File: src/rtl/kbd_pkg.sv
// Shared scancodes, direction/command indices and small helpers for the PS/2 key-event decoder.
package kbd_pkg;

    localparam int unsigned NUM_DIRS = 4;
    localparam int unsigned DIR_W    = 2;
    localparam int unsigned NUM_CMDS = 5;
    localparam int unsigned CMD_W    = 3;

    localparam logic [7:0] SC_A     = 8'h1C;
    localparam logic [7:0] SC_D     = 8'h23;
    localparam logic [7:0] SC_W     = 8'h1D;
    localparam logic [7:0] SC_S     = 8'h1B;
    localparam logic [7:0] SC_LEFT  = 8'h6B;
    localparam logic [7:0] SC_RIGHT = 8'h74;
    localparam logic [7:0] SC_UP    = 8'h75;
    localparam logic [7:0] SC_DOWN  = 8'h72;
    localparam logic [7:0] SC_SPDUP = 8'h41;
    localparam logic [7:0] SC_SPDDN = 8'h49;
    localparam logic [7:0] SC_PAUSE = 8'h44;
    localparam logic [7:0] SC_CLEAR = 8'h66;
    localparam logic [7:0] SC_ENTER = 8'h5A;

    localparam logic [DIR_W-1:0] DIR_L = 2'd0;
    localparam logic [DIR_W-1:0] DIR_R = 2'd1;
    localparam logic [DIR_W-1:0] DIR_U = 2'd2;
    localparam logic [DIR_W-1:0] DIR_D = 2'd3;

    localparam logic [CMD_W-1:0] CMD_SPDUP = 3'd0;
    localparam logic [CMD_W-1:0] CMD_SPDDN = 3'd1;
    localparam logic [CMD_W-1:0] CMD_PAUSE = 3'd2;
    localparam logic [CMD_W-1:0] CMD_CLEAR = 3'd3;
    localparam logic [CMD_W-1:0] CMD_ENTER = 3'd4;

    // Left/right and up/down pairs differ only in bit 0.
    function automatic logic [DIR_W-1:0] opposite(input logic [DIR_W-1:0] d);
        return {d[1], ~d[0]};
    endfunction

    function automatic logic [NUM_DIRS-1:0] onehot(input logic [DIR_W-1:0] d);
        return 4'b0001 << d;
    endfunction

endpackage

File: src/rtl/kbd_dir_tracker.sv
// Per-player direction state: held mask, last-pressed direction with release fallback,
// and the tick-sampled one-hot direction output.
module kbd_dir_tracker
    import kbd_pkg::*;
#(
    parameter int unsigned INIT_DIR      = 0,
    parameter bit          REVERSE_BLOCK = 1'b1
) (
    input  logic                clk,
    input  logic                rst_n,
    input  logic                make,
    input  logic                brk,
    input  logic [DIR_W-1:0]    idx,
    input  logic                tick,
    output logic [NUM_DIRS-1:0] dir_out,
    output logic [NUM_DIRS-1:0] dir_held
);

    logic [NUM_DIRS-1:0] held_q, held_d;
    logic [NUM_DIRS-1:0] dir_oh_q, dir_oh_d;
    logic [DIR_W-1:0]    latest_q, latest_d;
    logic [DIR_W-1:0]    dir_q, dir_d;
    logic                found;

    always_comb begin
        held_d   = held_q;
        latest_d = latest_q;
        dir_d    = dir_q;
        found    = 1'b0;

        // Tick samples the pre-event latest; a same-cycle event shows up on the next tick.
        if (tick) begin
            dir_d = latest_q;
        end

        if (make) begin
            held_d[idx] = 1'b1;
            if (!(REVERSE_BLOCK && (idx == opposite(dir_q)))) begin
                latest_d = idx;
            end
        end else if (brk) begin
            held_d[idx] = 1'b0;
            // Releasing the active key falls back to the lowest eligible held key, else sticks.
            if (latest_q == idx) begin
                for (int unsigned i = 0; i < NUM_DIRS; i++) begin
                    if (!found && held_q[i] && (DIR_W'(i) != idx) &&
                        !(REVERSE_BLOCK && (DIR_W'(i) == opposite(dir_q)))) begin
                        latest_d = DIR_W'(i);
                        found    = 1'b1;
                    end
                end
            end
        end

        dir_oh_d = onehot(dir_d);
    end

    always_ff @(posedge clk or negedge rst_n) begin
        if (!rst_n) begin
            held_q   <= '0;
            latest_q <= DIR_W'(INIT_DIR);
            dir_q    <= DIR_W'(INIT_DIR);
            dir_oh_q <= onehot(DIR_W'(INIT_DIR));
        end else begin
            held_q   <= held_d;
            latest_q <= latest_d;
            dir_q    <= dir_d;
            dir_oh_q <= dir_oh_d;
        end
    end

    assign dir_out  = dir_oh_q;
    assign dir_held = held_q;

endmodule

File: src/rtl/kbd_cmd_decoder.sv
// PS/2 key-event decoder: routes direction keys to per-player trackers and turns
// command keys into filtered pulses and levels.
module kbd_cmd_decoder
    import kbd_pkg::*;
#(
    parameter int unsigned NUM_PLAYERS   = 2,
    parameter int unsigned INIT_DIR      = 0,
    parameter bit          REVERSE_BLOCK = 1'b1,
    parameter bit          REPEAT_FILTER = 1'b1
) (
    input  logic                            clk,
    input  logic                            rst_n,
    input  logic [9:0]                      data,
    input  logic                            data_valid,
    input  logic                            tick,
    input  logic                            start_clr,
    output logic [NUM_DIRS*NUM_PLAYERS-1:0] dir_out,
    output logic [NUM_DIRS*NUM_PLAYERS-1:0] dir_held,
    output logic                            speed_up,
    output logic                            speed_down,
    output logic                            pause,
    output logic                            clear,
    output logic                            start
);

    logic             ev_ext;
    logic             ev_brk;
    logic [7:0]       ev_code;
    logic             dir_hit;
    logic             pl_sel;
    logic [DIR_W-1:0] dir_idx;
    logic             cmd_hit;
    logic [CMD_W-1:0] cmd_idx;

    assign ev_ext  = data[9];
    assign ev_brk  = data[8];
    assign ev_code = data[7:0];

    // Keymap decode; extended arrows belong to player 1, everything else needs ext=0.
    always_comb begin
        dir_hit = 1'b0;
        dir_idx = DIR_L;
        cmd_hit = 1'b0;
        cmd_idx = CMD_SPDUP;
        pl_sel  = ev_ext && (NUM_PLAYERS > 1);
        if (!ev_ext) begin
            case (ev_code)
                SC_A:     begin dir_hit = 1'b1; dir_idx = DIR_L;     end
                SC_D:     begin dir_hit = 1'b1; dir_idx = DIR_R;     end
                SC_W:     begin dir_hit = 1'b1; dir_idx = DIR_U;     end
                SC_S:     begin dir_hit = 1'b1; dir_idx = DIR_D;     end
                SC_SPDUP: begin cmd_hit = 1'b1; cmd_idx = CMD_SPDUP; end
                SC_SPDDN: begin cmd_hit = 1'b1; cmd_idx = CMD_SPDDN; end
                SC_PAUSE: begin cmd_hit = 1'b1; cmd_idx = CMD_PAUSE; end
                SC_CLEAR: begin cmd_hit = 1'b1; cmd_idx = CMD_CLEAR; end
                SC_ENTER: begin cmd_hit = 1'b1; cmd_idx = CMD_ENTER; end
                default:  ;
            endcase
        end else begin
            case (ev_code)
                SC_LEFT:  begin dir_hit = 1'b1; dir_idx = DIR_L; end
                SC_RIGHT: begin dir_hit = 1'b1; dir_idx = DIR_R; end
                SC_UP:    begin dir_hit = 1'b1; dir_idx = DIR_U; end
                SC_DOWN:  begin dir_hit = 1'b1; dir_idx = DIR_D; end
                default:  ;
            endcase
        end
    end

    for (genvar p = 0; p < NUM_PLAYERS; p++) begin : g_player
        logic [NUM_DIRS-1:0] held_p;
        logic                sel_p;
        logic                mk_p;
        logic                brk_p;

        assign held_p = dir_held[NUM_DIRS*p +: NUM_DIRS];
        assign sel_p  = data_valid && dir_hit && (pl_sel == 1'(p));
        assign mk_p   = sel_p && !ev_brk && !(REPEAT_FILTER && held_p[dir_idx]);
        assign brk_p  = sel_p && ev_brk;

        kbd_dir_tracker #(
            .INIT_DIR      (INIT_DIR),
            .REVERSE_BLOCK (REVERSE_BLOCK)
        ) u_trk (
            .clk      (clk),
            .rst_n    (rst_n),
            .make     (mk_p),
            .brk      (brk_p),
            .idx      (dir_idx),
            .tick     (tick),
            .dir_out  (dir_out[NUM_DIRS*p +: NUM_DIRS]),
            .dir_held (dir_held[NUM_DIRS*p +: NUM_DIRS])
        );
    end

    logic [NUM_CMDS-1:0] cmd_held_q, cmd_held_d;
    logic                speed_up_q, speed_up_d;
    logic                speed_down_q, speed_down_d;
    logic                pause_q, pause_d;
    logic                start_q, start_d;

    // Command keys track their own held bit so typematic repeats are swallowed.
    always_comb begin
        cmd_held_d   = cmd_held_q;
        speed_up_d   = 1'b0;
        speed_down_d = 1'b0;
        pause_d      = pause_q;
        start_d      = start_q && !start_clr;
        if (data_valid && cmd_hit) begin
            if (ev_brk) begin
                cmd_held_d[cmd_idx] = 1'b0;
            end else begin
                cmd_held_d[cmd_idx] = 1'b1;
                if (!(REPEAT_FILTER && cmd_held_q[cmd_idx])) begin
                    case (cmd_idx)
                        CMD_SPDUP: speed_up_d   = 1'b1;
                        CMD_SPDDN: speed_down_d = 1'b1;
                        CMD_PAUSE: pause_d      = !pause_q;
                        CMD_ENTER: start_d      = 1'b1;
                        default:   ;
                    endcase
                end
            end
        end
    end

    always_ff @(posedge clk or negedge rst_n) begin
        if (!rst_n) begin
            cmd_held_q   <= '0;
            speed_up_q   <= 1'b0;
            speed_down_q <= 1'b0;
            pause_q      <= 1'b0;
            start_q      <= 1'b0;
        end else begin
            cmd_held_q   <= cmd_held_d;
            speed_up_q   <= speed_up_d;
            speed_down_q <= speed_down_d;
            pause_q      <= pause_d;
            start_q      <= start_d;
        end
    end

    assign speed_up   = speed_up_q;
    assign speed_down = speed_down_q;
    assign pause      = pause_q;
    assign clear      = cmd_held_q[CMD_CLEAR];
    assign start      = start_q;

endmodule

File: config.mk
export PLATFORM = sky130hd
export DESIGN_NAME = kbd_cmd_decoder
export DESIGN_NICKNAME = d
export VERILOG_FILES = /design/src/rtl/kbd_pkg.sv /design/src/rtl/kbd_dir_tracker.sv /design/src/rtl/kbd_cmd_decoder.sv
export SDC_FILE = /design/constraint.sdc
export NUM_CORES = 1
export LEC_CHECK = 0
export ABC_AREA = 1
export BUFFER_PORTS_ARGS = -buffer_cell sky130_fd_sc_hd__buf_4
export CAP_MARGIN = 25
export CORE_ASPECT_RATIO = 1.25
export CORE_MARGIN = 2
export CORE_UTILIZATION = 40
export CTS_BUF_LIST = sky130_fd_sc_hd__clkbuf_4
export CTS_CLUSTER_DIAMETER = 30
export DETAILED_ROUTE_END_ITERATION = 12
export PLACE_DENSITY = 0.71
export SLEW_MARGIN = 20
export SYNTH_ARGS = -nofsm -noshare
export SYNTH_HDL_FRONTEND = slang
export SYNTH_SLANG_ARGS = --single-unit
export TNS_END_PERCENT = 1
File: constraint.sdc
create_clock -name clk -period 1.1 [get_ports clk]
set_input_delay 0.055 -clock clk [delete_from_list [all_inputs] [get_ports clk]]
set_output_delay 0.055 -clock clk [all_outputs]
set_load 0.02 [all_outputs]
==> results.toml, run 1 <==
[timing]
fin_skew_ps = 15.0
drv_slew = 0
grt_setup_unrepaired = "yes"
setup_violations = 18
max_freq_ghz = 0.754
whs_ps = 42.2
worst_slack_ps = -227
finalCritPeriodShare = 1.21
worst_pin_slew_ps = 431
slew_headroom = 0.713
finalHoldViolCount = 0
final.min_clock_period_ps = 1330
tns_ps = -1950

[pwr]
p_leak_nw = 1.78
vdd_drop_max_uv = 1190
powerDensity_nw_per_um2 = 976
finalPower_mw = 3.56

[detailed_routing]
wirelength_mm = 6.97
viasPerCell = 5.25
drc = 0
firstDrtPassIters = 4
routedWlPerCell_microns = 14.1
drt-initial-drc-count = 86
via_count = 2586
ant_nets = 0

[place]
gp_congestion = 0.903
dp_hpwl_mm = 4.78
io_buffers = 35

[global_routing]
grt_first_pass_wirelength_mm = 11.0
antenna_found_initial = 0
grt-ovfl-total = 0
grt_max_degree = 34
grt_pass1_vias = 2575
grt.total_usage = 0.221

[worst_setup_path]
critPathLaunchType = "register"
timing_worst_setup_path_type = "register to register"
path_common_cell = "nand2_2"
path_depth = 7
r2r_cells = 7
slowest_delay_ps = 470
r2r-start = "g_player[0].u_trk.dir_q[0]"
ff2ff_setup_slack_ps = -230
crit_start = "g_player[0].u_trk.dir_q[0]"
crit_family = "flip-flops"
crit_arrival_ps = 1570
cp-endpoint = "g_player[0].u_trk.latest_q[1]"
critPathBufInv = 0
cp.required_ps = 1340
r2r_end = "g_player[0].u_trk.latest_q[1]"
crit_path_end_kind = "register"
path_cells = "o21a_1 > nand2_2 > nand2_4 > o21ai_4 > nand2_2 > nand2_2 > nand2_2"
crit_slowest_cell = "dfrtp_2"
crit_path_max_fanout = 5

[layout]
insertedDiodeCount = 0
seq_area_sq_um = 837
finalNetCount = 443
multi_input_area_sq_um = 1650
layout-drive-gt1-share = 0.510
fill_cells = 443
syn2layout_area_growth_pct = 57.8
fin_util = 0.661

[worst_hold_path]
min_path_type = "primary input to register"
worstHoldPathCells = 3

[yosys]
synth_cell_type_count = 29
synth_fp_nets = 345
synth_area_sq_um = 2310
synth_mux_area_frac = 0
synth_simple_gate_area_share = 0.440
synth_seq_cells = 33
yosysWarnings = 0
synth_cells = 330
synth_area_leaders = "dfrtp_1, nand2_1, nand3_1"
synth_top_area_frac = 0.335
synth_top_family_by_area = "simple AND/OR/NAND/NOR gates"
yosys.area.top_type = "dfrtp_1"
avgSynthCellArea_sq_um = 7.01
async_flop_share = 1.00
synth_fa_ha_area_frac = 0
synth_compound_gate_area_share = 0.0969
synth_ff_type = "dfrtp_1"
synth_xor_area_frac = 0.0184
synth-seq-area-share = 0.358
synth_edf_count = 0

[run_status]
status = "finished, violations left"
violations = "setup timing"

[clock_tree]
worstSkewPairLatency_ps = 340
cts_buffers = 5
clkTransAtPathRegs_ps = 110
htreeDepth = 2
cts_tree = "done"
cts-root-buf = "clkbuf_4"
clk_path_buf_depth = 2
cts.sinks = 33

[die]
initial_core_util = 0.419
top_level_ports = 36
die_area_sq_um = 6410
coreArea_sq_um = 5520
die_h_microns = 89.0
fp.dieW_microns = 72.0
rows = 30

[job]
maxCapViolCount = 0
-- metal layers --
layer | wire length (microns) | track usage | part of all wire
met3 | 313 | 0.0485 | 0.045
met1 | 2610 | 0.236 | 0.37
met4 | 188 | 0.0961 | 0.027
met2 | 3860 | 0.415 | 0.55
met5 | 0 | 0 | 0
-- placed cells by master, fill, tap and decap left out, drive strengths merged, types with 3 or more instances in the layout --
cell         Yosys  final
nand2          110    110
clkbuf           0      6
o31ai            3      3
xor2             4      4
nand3           41     41
dfrtp           31     31
dlygate4sd3      0      3
nand4            8      8
nor2            44     44
buf              3     91
inv             42     42
o21ai           28     28
a21oi            7      7
-- Yosys cell counts, drive strengths merged (2+ instances only) --
| cell type | number |
|---|---|
| a21oi | 7 |
| buf | 3 |
| dfrtp | 31 |
| dfstp | 2 |
| inv | 42 |
| nand2 | 110 |
| nand3 | 41 |
| nand4 | 8 |
| nor2 | 44 |
| nor3 | 2 |
| o21a | 2 |
| o21ai | 28 |
| o31ai | 3 |
| xor2 | 4 |
-- worst min-delay path: cells and delay by family --
family,cells,cell delay [ps]
AO/OA/AOI/OAI,1,80
buffers and inverters,2,220
-- worst min-delay path by stage --
| stage | startpoint | endpoint | slack (ps) |
|---|---|---|---|
| 2_1_floorplan | rst_n | async pin | -240 |
| 3_3_place_gp | rst_n | async pin | 30 |
| 3_5_place_dp | rst_n | async pin | 30 |
| 4_1_cts | tick | g_player[1].u_trk.dir_q[0] | 30 |
| 5_1_grt | tick | g_player[1].u_trk.dir_out[3] | 60 |
| 6_report | tick | g_player[1].u_trk.dir_q[0] | 40 |
-- metrics by stage --
| step | setup slack [ps] | cell area (sq um) | instances |
|---|---|---|---|
| floorplan | -207 | 2390 | 330 |
| global placement | -587 | 3090 | 476 |
| detailed placement | -561 | 3090 | 476 |
| CTS | -180 | 3340 | 490 |
| global route | -337 | 3650 | 493 |
| finish | -227 | 3650 | 493 |
-- area by class of cell --
cell class	instances	share of cell area
Sequential cell	33	0.229
Clock inverter	2	0.00926
Clock buffer	6	0.0123
Multi-Input combinational cell	251	0.453
Timing Repair Buffer	94	0.221
Tap cell	64	0.0219
Inverter	43	0.0525
-- report_power, final --
part	total, mW	leakage [nW]	switching [mW]	internal, mW
sequential	1.41	0.417	0.0902	1.32
clock	0.920	0.0433	0.422	0.498
combinational	1.23	1.32	0.685	0.546
total	3.56	1.78	1.20	2.36
-- cells by family (layout without fill, tap and decap cells) --
logic type,Yosys count,after routing
xor gates and xnor gates,4,4
DFF,33,33
buffers and inverters,46,145
AOI/OAI and AO/OA,41,41
and+or+nand+nor,206,206
-- what timing repair did --
action | in CTS | in global routing
pin swaps | 9 | 30
setup endpoints to repair | 31 | 35
hold buffers | 3 | 0
gates resized for setup | 38 | 76
hold endpoints to repair | 37 | 0
buffers inserted | 3 | 3
(Power assumes the default switching activity.)
==> run 2: changes to the inputs <==
SETUP_SLACK_MARGIN = 0.02   (was unset)
==> results.toml, run 2 (synthesized netlist as in run 1, its figures left out) <==
[timing]
max_freq_ghz = 0.754
worst_slack_ps = -227
fin_skew_ps = 13.0
tns_ps = -1860
finalCritPeriodShare = 1.21
drv_slew = 0
setup_violations = 16
slew_headroom = 0.714
final.min_clock_period_ps = 1330
worst_pin_slew_ps = 429
finalHoldViolCount = 0
grt_setup_unrepaired = "yes"

[clock_tree]
clkTransAtPathRegs_ps = 110
cts-root-buf = "clkbuf_4"
clk_path_buf_depth = 2
cts_tree = "done"
cts_buffers = 5
htreeDepth = 2
cts.sinks = 33
worstSkewPairLatency_ps = 340

[pwr]
p_seq_frac = 0.391
p_int_mw = 2.38
swShare = 0.339
p_leak_nw = 1.79
p_switching_mw = 1.22
finalPower_mw = 3.60
vdd_drop_max_uv = 1170
powerDensity_nw_per_um2 = 985
p_comb_frac = 0.353
clkPwrFrac = 0.256

[job]
maxCapViolCount = 0

[worst_setup_path]
critPathLaunchType = "register"
crit_path_max_fanout = 5
cp.required_ps = 1350
timing_worst_setup_path_type = "register to register"
crit_arrival_ps = 1570
ff2ff_setup_slack_ps = -230
slowest_delay_ps = 460
path_cells = "a21boi_0 > nand2_1 > nand2_1 > nand2_1 > nand3_1 > nand2_1 > nand2_1 > nand2_1"
crit_path_end_kind = "register"
path_common_cell = "nand2_1"
crit_slowest_cell = "dfrtp_2"

[layout]
stdcell_area_sq_um = 3660
finalNetCount = 444
final_common_cell = "nand2_1"
final_cells = 494
insertedDiodeCount = 0
syn2layout_area_growth_pct = 58.3
layout_common_cells = "nand2_1, buf_4, nand2_2"
layout-drive-gt1-share = 0.509

[place]
place_area_sq_um = 3090
post-place-ws_ps = -561
io_buffers = 35
dp_hpwl_mm = 4.78
gp_congestion = 0.903
dp.cells = 476

[global_routing]
grt_first_pass_wirelength_mm = 11.0
antenna_found_initial = 0
grt-ovfl-total = 0
grt_pass1_vias = 2574
grt_max_degree = 34
grt.total_usage = 0.221

[detailed_routing]
wirelength_mm = 7.09
drc = 0
firstDrtPassIters = 5
via_count = 2582
drt-initial-drc-count = 76
routedWlPerCell_microns = 14.3
ant_nets = 0
viasPerCell = 5.23

[worst_hold_path]
min_path_type = "primary input to register"

[die]
top_level_ports = 36
rows = 30
initial_core_util = 0.419
coreArea_sq_um = 5520
die_area_sq_um = 6410
die_h_microns = 89.0
fp.dieW_microns = 72.0

[run_status]
violations = "setup timing"
status = "finished, violations left"
[run 2: worst paths after layout]
| check | to | from | cells after the start |
|---|---|---|---|
| worst min register to register | register | register | 2 |
| worst min-delay path | g_player[1].u_trk.dir_q[0] | tick | 3 |
| max in group asynchronous | g_player[0].u_trk.dir_out[0] | rst_n | 2 |
| worst max-delay path | g_player[0].u_trk.latest_q[0] | g_player[0].u_trk.dir_q[1] | 8 |
| worst max register to register | g_player[0].u_trk.latest_q[0] | g_player[0].u_trk.dir_q[1] | 8 |
| min in group asynchronous | g_player[1].u_trk.latest_q[0] | rst_n | 2 |
[run 2: final cells by class]
| cell class | instances | area, sq um |
|---|---|---|
| flip-flops and latches | 33 | 837 |
| repair buffers | 95 | 820 |
| multi-input cells | 251 | 1650 |
| inverters | 43 | 191 |
| clock inverters | 2 | 33.8 |
| well taps | 64 | 80.1 |
| fillers | 439 | 1860 |
| clock buffers | 6 | 45.0 |
[run 2: critical path: cells and delay by family, from the launching register on]
family / cells / cell delay, ps
AND/OR/NAND/NOR: 7 / 530
flip-flops: 1 / 460
AO/OA/AOI/OAI: 1 / 250
[run 2: routing by layer]
layer  vias to the layer above  share of wire  global-route usage  routed length (microns)
met5                         -              0                   0                        0
met4                         0          0.027              0.0858                      193
li1                       1255              -                   -                        -
met2                        72           0.55               0.423                     3910
met3                        23          0.040              0.0462                      281
met1                      1232           0.38               0.235                     2700
[run 2: power by group through the flow]
stage | combinational [mW] | clock, mW | sequential [mW]
after floorplan | 0.472 | 0 | 1.49
after global placement | 0.994 | 0 | 1.41
after detailed placement | 1.01 | 0 | 1.41
after CTS | 1.11 | 0.951 | 1.40
after global routing | 1.37 | 0.986 | 1.42
final | 1.27 | 0.922 | 1.41
[run 2: per-stage QoR]
step                       util  hold WS (ps)
final                     0.663          17.8
after CTS                 0.609          30.3
after global routing      0.663          38.8
after global placement    0.560          26.6
after detailed placement  0.560          28.9
after floorplan               -          -241
[run 2: what timing repair did]
| item | in CTS | in global routing |
|---|---|---|
| endpoints found under the setup margin | 34 | 37 |
| gates cloned | 0 | 0 |
| resized for setup | 44 | 71 |
| hold buffers | 3 | 0 |
| endpoints found under the hold margin | 37 | 0 |
| setup buffers | 3 | 4 |
| pin swaps | 9 | 30 |
